===== src/rtl/rf_pkg.sv =====
// Shared register-file types and sizes for the write-back path.
package rf_pkg;
  localparam int RF_ADDR_W = 5;
  localparam int RF_NUM    = 32;
  localparam int XLEN      = 32;

  typedef struct packed {
    logic [RF_ADDR_W-1:0] addr;
    logic [XLEN-1:0]      data;
  } wb_req_t;
endpackage


===== src/rtl/wb_sync_fifo.sv =====
// Synchronous FIFO with occupancy count; pointers wrap modulo DEPTH (power of 2).
module wb_sync_fifo
  import rf_pkg::*;
#(
  parameter int DEPTH = 4,
  parameter int WIDTH = $bits(wb_req_t)
) (
  input  logic                   clk,
  input  logic                   reset,
  input  logic                   i_push,
  input  logic [WIDTH-1:0]       i_wdata,
  input  logic                   i_pop,
  output logic [WIDTH-1:0]       o_rdata,
  output logic [$clog2(DEPTH):0] o_count,
  output logic                   o_full,
  output logic                   o_empty
);
  localparam int AW = $clog2(DEPTH);
  localparam int CW = AW + 1;

  logic [WIDTH-1:0] r_mem [DEPTH];
  logic [AW-1:0]    r_wr_ptr;
  logic [AW-1:0]    r_rd_ptr;
  logic [CW-1:0]    r_count;
  logic             w_push;
  logic             w_pop;

  assign o_full  = (r_count == CW'(DEPTH));
  assign o_empty = (r_count == '0);
  assign w_push  = i_push && !o_full;
  assign w_pop   = i_pop && !o_empty;
  assign o_count = r_count;
  assign o_rdata = r_mem[r_rd_ptr];

  always_ff @(posedge clk) begin
    if (reset) begin
      r_wr_ptr <= '0;
      r_rd_ptr <= '0;
      r_count  <= '0;
    end else begin
      if (w_push) r_wr_ptr <= r_wr_ptr + AW'(1);
      if (w_pop)  r_rd_ptr <= r_rd_ptr + AW'(1);
      case ({w_push, w_pop})
        2'b10:   r_count <= r_count + CW'(1);
        2'b01:   r_count <= r_count - CW'(1);
        default: r_count <= r_count;
      endcase
    end
  end

  // Storage carries no reset: contents are only observable below r_count.
  always_ff @(posedge clk) begin
    if (w_push) r_mem[r_wr_ptr] <= i_wdata;
  end
endmodule


===== src/rtl/rf_write_ctrl.sv =====
// Register-file write-port owner: arbitrates the ALU path (A) against the
// buffered long-latency path (B) and tracks pending B writes per register.
module rf_write_ctrl
  import rf_pkg::*;
#(
  parameter int B_DEPTH    = 4,
  parameter int STARVE_MAX = 8
) (
  input  logic                     clk,
  input  logic                     reset,
  input  logic                     a_valid,
  output logic                     a_ready,
  input  logic [RF_ADDR_W-1:0]     a_addr,
  input  logic [XLEN-1:0]          a_data,
  input  logic                     b_valid,
  output logic                     b_ready,
  input  logic [RF_ADDR_W-1:0]     b_addr,
  input  logic [XLEN-1:0]          b_data,
  output logic                     rf_we,
  output logic [RF_ADDR_W-1:0]     rf_waddr,
  output logic [XLEN-1:0]          rf_wdata,
  input  logic [RF_ADDR_W-1:0]     q_raddr1,
  output logic                     q_busy1,
  input  logic [RF_ADDR_W-1:0]     q_raddr2,
  output logic                     q_busy2,
  output logic [$clog2(B_DEPTH):0] b_count
);
  localparam int CW = $clog2(B_DEPTH) + 1;
  localparam int SW = $clog2(STARVE_MAX + 1);

  wb_req_t             w_b_in;
  wb_req_t             w_b_head;
  logic                w_b_push;
  logic                w_b_pop;
  logic                w_fifo_full;
  logic                w_fifo_empty;
  logic                w_starve_ovr;
  logic                w_take_a;
  logic [RF_NUM-1:0]   w_sb_inc;
  logic [RF_NUM-1:0]   w_sb_dec;

  logic [SW-1:0]        r_starve;
  logic                 r_we;
  logic [RF_ADDR_W-1:0] r_waddr;
  logic [XLEN-1:0]      r_wdata;
  logic                 r_from_b;
  logic [CW-1:0]        r_sb_cnt [RF_NUM];

  assign w_b_in   = '{addr: b_addr, data: b_data};
  assign b_ready  = !w_fifo_full;
  assign w_b_push = b_valid && b_ready && (b_addr != '0);

  wb_sync_fifo #(
    .DEPTH (B_DEPTH),
    .WIDTH ($bits(wb_req_t))
  ) u_b_fifo (
    .clk     (clk),
    .reset   (reset),
    .i_push  (w_b_push),
    .i_wdata (w_b_in),
    .i_pop   (w_b_pop),
    .o_rdata (w_b_head),
    .o_count (b_count),
    .o_full  (w_fifo_full),
    .o_empty (w_fifo_empty)
  );

  // A starved FIFO head steals the write slot from A for one cycle.
  assign w_starve_ovr = (r_starve == SW'(STARVE_MAX)) && !w_fifo_empty;
  assign a_ready      = !w_starve_ovr;
  assign w_take_a     = a_valid && a_ready;
  assign w_b_pop      = !w_fifo_empty && (w_starve_ovr || !a_valid);

  always_ff @(posedge clk) begin
    if (reset || w_b_pop || w_fifo_empty) begin
      r_starve <= '0;
    end else if (a_valid && (r_starve != SW'(STARVE_MAX))) begin
      r_starve <= r_starve + SW'(1);
    end
  end

  // Output stage: register the winner; an A write to r0 burns the slot silently.
  always_ff @(posedge clk) begin
    if (reset) begin
      r_we     <= 1'b0;
      r_waddr  <= '0;
      r_wdata  <= '0;
      r_from_b <= 1'b0;
    end else if (w_take_a && (a_addr != '0)) begin
      r_we     <= 1'b1;
      r_waddr  <= a_addr;
      r_wdata  <= a_data;
      r_from_b <= 1'b0;
    end else if (w_b_pop) begin
      r_we     <= 1'b1;
      r_waddr  <= w_b_head.addr;
      r_wdata  <= w_b_head.data;
      r_from_b <= 1'b1;
    end else begin
      r_we     <= 1'b0;
      r_from_b <= 1'b0;
    end
  end

  assign rf_we    = r_we;
  assign rf_waddr = r_waddr;
  assign rf_wdata = r_wdata;

  // Scoreboard: count B writes between FIFO push and their rf_we cycle.
  always_comb begin
    w_sb_inc = '0;
    w_sb_dec = '0;
    if (w_b_push)          w_sb_inc[b_addr]  = 1'b1;
    if (r_we && r_from_b)  w_sb_dec[r_waddr] = 1'b1;
  end

  always_ff @(posedge clk) begin
    if (reset) begin
      for (int i = 0; i < RF_NUM; i++) r_sb_cnt[i] <= '0;
    end else begin
      for (int i = 0; i < RF_NUM; i++) begin
        if (w_sb_inc[i] && !w_sb_dec[i])      r_sb_cnt[i] <= r_sb_cnt[i] + CW'(1);
        else if (w_sb_dec[i] && !w_sb_inc[i]) r_sb_cnt[i] <= r_sb_cnt[i] - CW'(1);
      end
    end
  end

  assign q_busy1 = (r_sb_cnt[q_raddr1] != '0);
  assign q_busy2 = (r_sb_cnt[q_raddr2] != '0);
endmodule


===== config.mk =====
export PLATFORM = sky130hd
export DESIGN_NAME = rf_write_ctrl
export DESIGN_NICKNAME = d
export VERILOG_FILES = /design/src/rtl/rf_pkg.sv /design/src/rtl/wb_sync_fifo.sv /design/src/rtl/rf_write_ctrl.sv
export SDC_FILE = /design/constraint.sdc
export NUM_CORES = 1
export LEC_CHECK = 0
export CORE_ASPECT_RATIO = 1.75
export CORE_MARGIN = 5
export CORE_UTILIZATION = 31
export DETAILED_ROUTE_END_ITERATION = 8
export DONT_BUFFER_PORTS = 1
export GPL_ROUTABILITY_DRIVEN = 0
export GPL_TIMING_DRIVEN = 0
export SETUP_SLACK_MARGIN = 0.2
export SLEW_MARGIN = 10
export SYNTH_ARGS = -nofsm -noshare
export SYNTH_HDL_FRONTEND = slang
export SYNTH_HIERARCHICAL = 1
export SYNTH_SLANG_ARGS = --single-unit

===== constraint.sdc =====
create_clock -name clk -period 3.3 [get_ports clk]
set_input_delay 0.495 -clock clk [delete_from_list [all_inputs] [get_ports clk]]
set_output_delay 0.495 -clock clk [all_outputs]
set_load 0.01 [all_outputs]

==> summary.md, run 1 <==
| Metric | Value |
|---|---|
| Worst-path clk slew | `0.07 ns` |
| Routed WL | `41800 microns` |
| Most numerous cell in the Yosys netlist | `edfxtp_1` |
| CP Launch Type | `register` |
| Fin crit period | `3.03 ns` |
| Detailed-route vias per instance | `5.32` |
| Clk Latency, worst-skew pair | `0.55 ns` |
| I/O Buffers | `0` |
| Clock power share | `33.7%` |
| Required @ worst endpoint | `3.58 ns` |
| Final count of pins violating max slew | `0` |
| Root Driver | `clkbuf_16` |
| Clk sink count | `296` |
| Post-synth EDFFs | `244` |
| Final number of setup-violating endpoints | `0` |
| CP Cell Sequence | `and4bb_1 -> clkbuf_4 -> nand2b_1 -> or3_1 -> fa_1 -> xor2_1 -> xnor2_1 -> nor2_1` |
| Number of DRC markers in iteration 0 | `593` |
| HP Start | `b_data[20]` |
| VDD IR-drop max | `512 uV` |
| Net count after synthesis | `1327` |
| FF-to-FF setup slack | `0.27 ns` |
| Post-route setup TNS | `0 ns` |
| Vias in the first global route | `10187` |
| DP Wirelength | `31500 microns` |
| CTS Buf Count | `27` |
| Post-Syn Instances | `1198` |
| Die height | `300 microns` |
| Slew @ Worst Pin | `0.798 ns` |
| CTS tree | `yes` |
| Synth Cell Area | `0.0149 sq mm` |
| Final hold vios | `0` |
| Flop pwr share | `48.7%` |
| Syn_area_per_cell | `12.4 sq um` |
| Die width | `176 microns` |
| Hold Buf Count CTS | `0` |
| Antenna Cells | `0` |
| Pre-Repair DR Iteration Count | `5` |
| All-layer global routing usage | `15.6%` |
| Leak pwr | `5.57 nW` |
| Final Non-Filler Cells | `1856` |
| Switching Share | `27.3%` |
| Flop and latch count out of synthesis | `296` |
| Area growth, synth to finish | `12.6%` |
| Routed vias | `9867` |
| Cell Pwr Density | `575 mW/mm^2` |
| Post-Place Cells | `1796` |
| Count of cell types in the netlist | `70` |
| Dominant cell type by area after synthesis | `edfxtp_1` |
| Beginning of the worst register-to-register path | `rf_waddr[1]$_SDFFE_PP0P_` |
| Post-synth top area share | `49.2%` |
| Initial Utilization | `31.2%` |
| H-tree depth | `1` |
| Ranking of synthesized cells by instance count | `244 x edfxtp_1, 153 x nor2_1, 78 x inv_1` |
| Arrival @ worst endpoint | `3.31 ns` |
| Comb pwr share | `17.6%` |
| Synth area leaders | `edfxtp_1 49%, dfxtp_1 7.0%, mux4_2 5.9%, fa_1 4.3%, nor2_1 3.9%` |
| Seq/Total Area, Yosys | `56.2%` |
| Fmax | `330 MHz` |
| GR Overflow Total | `0` |
| Int Pwr | `0.00701 W` |
| # rows | `106` |
| Crit. Startpoint | `rf_waddr[1]$_SDFFE_PP0P_` |
| Cell Area, Placed | `0.0157 sq mm` |
| Outcome | `complete, no violations` |
| Worst Reg-to-Reg Cells | `8` |
| Crit. End Element | `register` |
| Clock Skew | `0.0153 ns` |
| Tcrit/Tclk final | `91.9%` |
| RSZ-0062 raised after global routing | `false` |
| Core area | `0.0477 sq mm` |
| Critical Path Fanout Max | `10` |
| Hold Crit Class | `in2reg` |
| Async SR Flop Fraction | `0%` |
| Fraction of final layout cells with drive strength greater than 1 | `13.0%` |
| Reg2reg end | `r_sb_cnt[28][2]$_SDFFCE_PP0P_` |
| Clock buffer depth | `3` |
| Ys flop type | `edfxtp_1` |
| Die ar. | `0.0527 sq mm` |
| Hold Crit Endpoint | `u_b_fifo/r_mem[0][20]$_DFFE_PP_` |
| Synth warn | `6` |
| Switching pwr | `0.00263 W` |
| Total Nets Final | `1371` |
| Post-route cell area | `0.0168 sq mm` |
| Antenna violations before repair | `0` |
| Largest net degree at the start of global routing | `29` |
| Critical path type | `reg2reg` |
| Post-route ant nets | `0` |
| Max stage delay on crit path | `0.54 ns` |
| Max-capacitance violation count | `0` |
| WL/cell | `22.5 microns` |
| Slowest library cell on the worst path | `or3_1` |
| Post-route DRC | `0` |
| I/O Pins | `133` |
| First-pass GRT wire length | `62300 microns` |
| Min-Delay Path Depth | `0` |
| Slew headroom | `46.8%` |
## power by group through the flow
stage	sequential [W]	clock (W)	combinational [W]
floorplan	0.00467	0	0.00121
global placement	0.00476	0	0.00164
detailed placement	0.00477	0	0.00169
CTS	0.00469	0.00333	0.00172
global route	0.00473	0.00348	0.00184
finish	0.00469	0.00325	0.00169
## placed cells by master, fill, tap and decap left out, drive strengths merged, types with 4 or more instances in the layout
cell     netlist  routed
nand2         60      60
nand4          4       4
and2           7       7
or3           18      18
buf           29      43
inv           80      82
nand4b         4       4
mux2i         29      29
edfxtp       244     244
nor3b          9       9
a22oi         17      17
dfxtp         52      52
ha             9       9
mux2           6       6
o21ai         10      10
mux4          45      45
a21o           8       8
a211oi        27      27
nor4           9       9
or2            8       8
o22ai          4       4
a2111oi        4       4
o211ai         4       4
xnor2         33      33
clkbuf        30      69
nand2b        32      32
and3b          6       6
xor2          34      34
a21oi         45      45
nand3         35      35
nor4b          4       4
a31oi         10      10
and3           6       6
nand3b         9       9
clkinv         0       4
fa            32      32
nor2         154     154
nor3          53      53
## per-stage QoR
| step | hold WS [ns] | util [%] | total power (W) | setup slack, ns |
|---|---|---|---|---|
| final | 0.0352 | 35.1 | 0.00964 | 0.267 |
| after global routing | 0.00937 | 35.1 | 0.0100 | 0.201 |
| after CTS | 0.00324 | 35.0 | 0.00975 | 0.237 |
| after detailed placement | 0.452 | 32.9 | 0.00646 | -0.306 |
| after global placement | 0.446 | 32.8 | 0.00639 | -0.509 |
| after floorplan | 0.430 | - | 0.00589 | 0.516 |
## worst max-delay path by stage
stage                                                   to  slack (ns)
final                        r_sb_cnt[28][2]$_SDFFCE_PP0P_        0.27
after global routing      u_b_fifo/o_count[2]$_SDFFE_PP0P_        0.20
after CTS                     r_sb_cnt[3][2]$_SDFFCE_PN0P_        0.24
after detailed placement      r_sb_cnt[6][2]$_SDFFCE_PN0P_       -0.31
after global placement      u_b_fifo/r_mem[3][9]$_DFFE_PP_       -0.51
after floorplan           u_b_fifo/o_count[2]$_SDFFE_PP0P_        0.52
## final cells by class
type / count / area [sq um]
sequential: 296 / 8370
fill: 4692 / 31000
buffer: 59 / 332
multi-input combinational: 763 / 5950
tap: 594 / 743
clock inverter: 11 / 145
clock buffer: 38 / 767
inverter: 80 / 300
timing repair buffer: 15 / 163
## registers in the layout, indices dropped and copies added (netlist names), named ones only
name,cells
rf_wdata,32
rf_waddr,5
u_b_fifo/o_count,3
u_b_fifo/r_rd_ptr,2
r_starve,4
rf_we,1
r_sb_cnt,96
u_b_fifo/r_wr_ptr,2
r_from_b,1
u_b_fifo/r_mem,148
## layer usage
layer | GRT usage, % | share of wire (%) | wire length (microns) | vias to the layer above
met2 | 28.8 | 53 | 22200 | 411
met5 | 0 | 0 | 0 | -
met3 | 4.78 | 8.3 | 3470 | 118
li1 | - | - | - | 4474
met4 | 7.92 | 5.3 | 2230 | 0
met1 | 15.6 | 33 | 13900 | 4864
## logic make-up (layout without fill, tap and decap cells)
group	after synthesis	after routing	share of synthesized area [%]
AND/OR/NAND/NOR	433	433	15.0
flip-flops	296	296	56.2
AO/OA/AOI/OAI	142	142	6.30
buffers and inverters	139	203	4.19
multiplexers	80	80	9.35
XOR/XNOR	67	67	3.94
adder cells (fa/ha/maj)	41	41	5.05
## timing repair
item	CTS	global route
pin swaps	2	1
gates cloned	0	0
buffers inserted	7	4
hold endpoints to repair	0	0
setup endpoints to repair	46	16
resized for setup	12	7
## worst max-delay path: cells and delay by family (launching register included)
| family | cells | cell delay [ns] |
|---|---|---|
| xor+xnor | 2 | 0.34 |
| flops | 1 | 0.48 |
| fa+ha+maj | 1 | 0.48 |
| simple gates | 4 | 1.19 |
| buf+inv | 1 | 0.27 |
(Power assumes the default switching activity.)
==> run 2: changes to the inputs <==
--- a/config.mk
+++ b/config.mk
@@ -5,6 +5,7 @@
 export SDC_FILE = /design/constraint.sdc
 export NUM_CORES = 1
 export LEC_CHECK = 0
+export ABC_AREA = 1
 export CORE_ASPECT_RATIO = 1.75
 export CORE_MARGIN = 5
 export CORE_UTILIZATION = 31
==> run 2 against run 1 <==
Effect of this change:
- global-route usage increased by 2.3 points
- sequential power is essentially flat
- critical endpoint is now q_busy2
- core utilization increased by 0.81 points
- sequential share of layout area shrank 2.1 points
- area after synthesis up 2.7%
- worst hold slack got worse by 0.0093 ns
- design area is 4.4% higher
- combinational power is 20% higher
- first-iteration DRC count is 81% higher
==> summary.md, run 2 <==
| Metric | Value |
|---|---|
| Outcome | `complete, no violations` |
| Final hold vios | `0` |
| Flop and latch count out of synthesis | `296` |
| Critical path type | `in2out` |
| Tot Pwr | `0.0101 W` |
| Clk Latency, worst-skew pair | `0.58 ns` |
| Post-synth EDFFs | `244` |
| Die width | `178 microns` |
| Post-synth top area share | `47.9%` |
| Net count after synthesis | `1814` |
| Max stage delay on crit path | `0.72 ns` |
| VDD IR-drop max | `590 uV` |
| Critical Path Fanout Max | `10` |
| Synth Cell Area | `0.0153 sq mm` |
| Hold Crit Class | `in2reg` |
| Seq/Total Area, Yosys | `54.7%` |
| DP Wirelength | `37800 microns` |
| Root Driver | `clkbuf_16` |
| CP Depth | `8` |
| Antenna Cells | `0` |
| Area growth, synth to finish | `14.5%` |
| Most numerous cell in the Yosys netlist | `nand2_1` |
| Ranking of synthesized cells by instance count | `382 x nand2_1, 244 x edfxtp_1, 221 x nor2_1` |
| Vias in the first global route | `12361` |
| Syn_area_per_cell | `9.08 sq um` |
| Async SR Flop Fraction | `0%` |
| Max-capacitance violation count | `0` |
| Leak pwr | `6.59 nW` |
| Synth area leaders | `edfxtp_1 48%, nand2_1 9.4%, dfxtp_1 6.8%, nor2_1 5.4%, nand3_1 4.8%` |
| Top delay family on crit path | `buffers and inverters` |
| First-pass GRT wire length | `73900 microns` |
| Slew headroom | `37.3%` |
| Tcrit/Tclk final | `95.4%` |
| Cell Area, Placed | `0.0162 sq mm` |
| Antenna violations before repair | `4` |
| Final number of setup-violating endpoints | `0` |
| CTS tree | `yes` |
| WL/cell | `20.6 microns` |
| Synth warn | `6` |
| All-layer global routing usage | `17.9%` |
| Slowest library cell on the worst path | `clkbuf_1` |
| CP Launch Type | `input pin` |
| Arrival @ worst endpoint | `2.65 ns` |
| CTS Buf Count | `28` |
| Routed vias | `12349` |
| CP Cell Sequence | `clkbuf_1 -> clkbuf_1 -> o21ai_0 -> o21ai_0 -> o21ai_0 -> nand2_1 -> nand3_1 -> nand2_1` |
| Clk sink count | `296` |
| Clock buffer depth | `3` |
| Detailed-route vias per instance | `5.09` |
| Core area | `0.0487 sq mm` |
| Post-CTS Setup Bufs | `0` |
| Die ar. | `0.0541 sq mm` |
| Worst-path clk slew | `0.06 ns` |
| Min-Delay Path Depth | `0` |
| Clock Skew | `0.0257 ns` |
| Ys flop type | `edfxtp_1` |
| Post-route ant nets | `0` |
| Dominant cell type by area after synthesis | `edfxtp_1` |
| WHS | `0.0258 ns` |
| Count of cell types in the netlist | `44` |
| GR Overflow Total | `0` |
| Fin crit period | `3.15 ns` |
| Reg with most FFs | `u_b_fifo/r_mem` |
| Number of DRC markers in iteration 0 | `1073` |
| Routed WL | `50000 microns` |
| Initial Utilization | `31.4%` |
| Die height | `304 microns` |
| RSZ-0062 raised after global routing | `false` |
| Largest register FFs | `148` |
| Most frequent CP cell | `o21ai_0` |
| I/O Buffers | `0` |
| Most frequent cells in the layout | `382 x nand2_1, 244 x edfxtp_1, 217 x nor2_1, 151 x inv_1, 148 x nand3_1` |
| Fraction of final layout cells with drive strength greater than 1 | `7.39%` |
| Final count of pins violating max slew | `0` |
| Total Nets Final | `1880` |
| Largest net degree at the start of global routing | `26` |
| Crit. End Element | `output port` |
| Slew @ Worst Pin | `0.940 ns` |
| I/O Pins | `133` |
| # rows | `107` |
| Buffer and inverter count on the worst path | `2` |
| Commonest non-fill, non-tap cell in the layout | `nand2_1` |
| Worst Reg-to-Reg Cells | `13` |
| Pre-Repair DR Iteration Count | `7` |
| Cell Pwr Density | `578 mW/mm^2` |
| Fmax | `318 MHz` |
| Post-route cell area | `0.0175 sq mm` |
| H-tree depth | `1` |
| Required @ worst endpoint | `2.80 ns` |
| Post-Syn Instances | `1685` |
| Post-route DRC | `0` |
[run 2: routing by layer]
metal / GRT usage (%) / vias to the layer above / wire length [microns] / part of all wire (%)
li1: - / 5793 / - / -
met1: 18.0 / 5814 / 16800 / 34
met2: 33.4 / 559 / 26400 / 53
met3: 3.23 / 175 / 3240 / 6.5
met4: 10.8 / 8 / 3420 / 6.8
met5: 0 / - / 65 / 0.13
[run 2: final timing paths]
path / slack, ns / end / from
min: 0.03 / u_b_fifo/r_mem[1][18]$_DFFE_PP_ / b_data[18]
min reg2reg: 0.47 / r_starve[0]$_SDFFE_PP0P_ / r_starve[0]$_SDFFE_PP0P_
max reg2reg: 0.33 / r_sb_cnt[27][2]$_SDFFCE_PP0P_ / u_b_fifo/o_count[1]$_SDFFE_PP0P_
max: 0.15 / q_busy2 / q_raddr2[1]
[run 2: logic make-up (layout without fill, tap and decap cells)]
family          after synthesis  in the layout  share of synthesized area [%]
xor+xnor                     37             37                           2.12
fa+ha+maj                    41             41                           4.92
simple gates                787            787                           21.4
buf+inv                     249            337                           6.75
mux                           4              4                          0.278
flops                       296            296                           54.7
compound gates              271            271                           9.86
[run 2: what timing repair did]
item	in CTS	in global routing
resized for setup	0	3
endpoints found under the setup margin	0	4
hold endpoints to repair	122	0
hold buffers	32	0
[run 2: where the power goes]
group / switching, W / total, W / internal [W]
Sequential: 0.000277 / 0.00472 / 0.00445
Clock: 0.00151 / 0.00337 / 0.00186
Combinational: 0.00142 / 0.00202 / 0.000604
Total: 0.00321 / 0.0101 / 0.00691
[run 2: area by class of cell]
type                            count  area (sq um)
Sequential cell                   296          8370
Inverter                          173           649
Multi-Input combinational cell   1140          5940
Fill cell                        4925         31200
Tap cell                          654           818
Clock buffer                       33           739
Clock inverter                     19           211
Timing Repair Buffer               36           400
Buffer                             76           385
[run 2: worst register-to-register path: stages (launching register included)]
cell and delay (ns):
dfxtp_1 0.45, nor2_1 0.10, nand2_1 0.15, inv_1 0.08, nor2_2 0.31, nand2_1 0.15
clkinv_1 0.08, nand2_1 0.27, o21bai_1 0.43, or2_1 0.18, fa_1 0.18, xor2_1 0.20
o21ai_0 0.12, a21oi_1 0.14
[run 2: metrics by stage]
stage          utilization [%]  std cells  TNS, ns  worst slack [ns]
2_1_floorplan                -       1685        0             0.144
3_3_place_gp              33.1       2339  -225.26             -1.59
3_5_place_dp              33.3       2343        0            0.0994
4_1_cts                   35.9       2427        0             0.278
5_1_grt                   35.9       2427        0             0.200
6_report                  35.9       2427        0             0.150
==> run 3: changes to the inputs <==
--- a/config.mk
+++ b/config.mk
@@ -5,7 +5,6 @@
 export SDC_FILE = /design/constraint.sdc
 export NUM_CORES = 1
 export LEC_CHECK = 0
-export ABC_AREA = 1
 export CORE_ASPECT_RATIO = 1.75
 export CORE_MARGIN = 5
 export CORE_UTILIZATION = 31
==> results of run 3 <==
No change in the layout: final DEF, timing and power equal those of run 1.
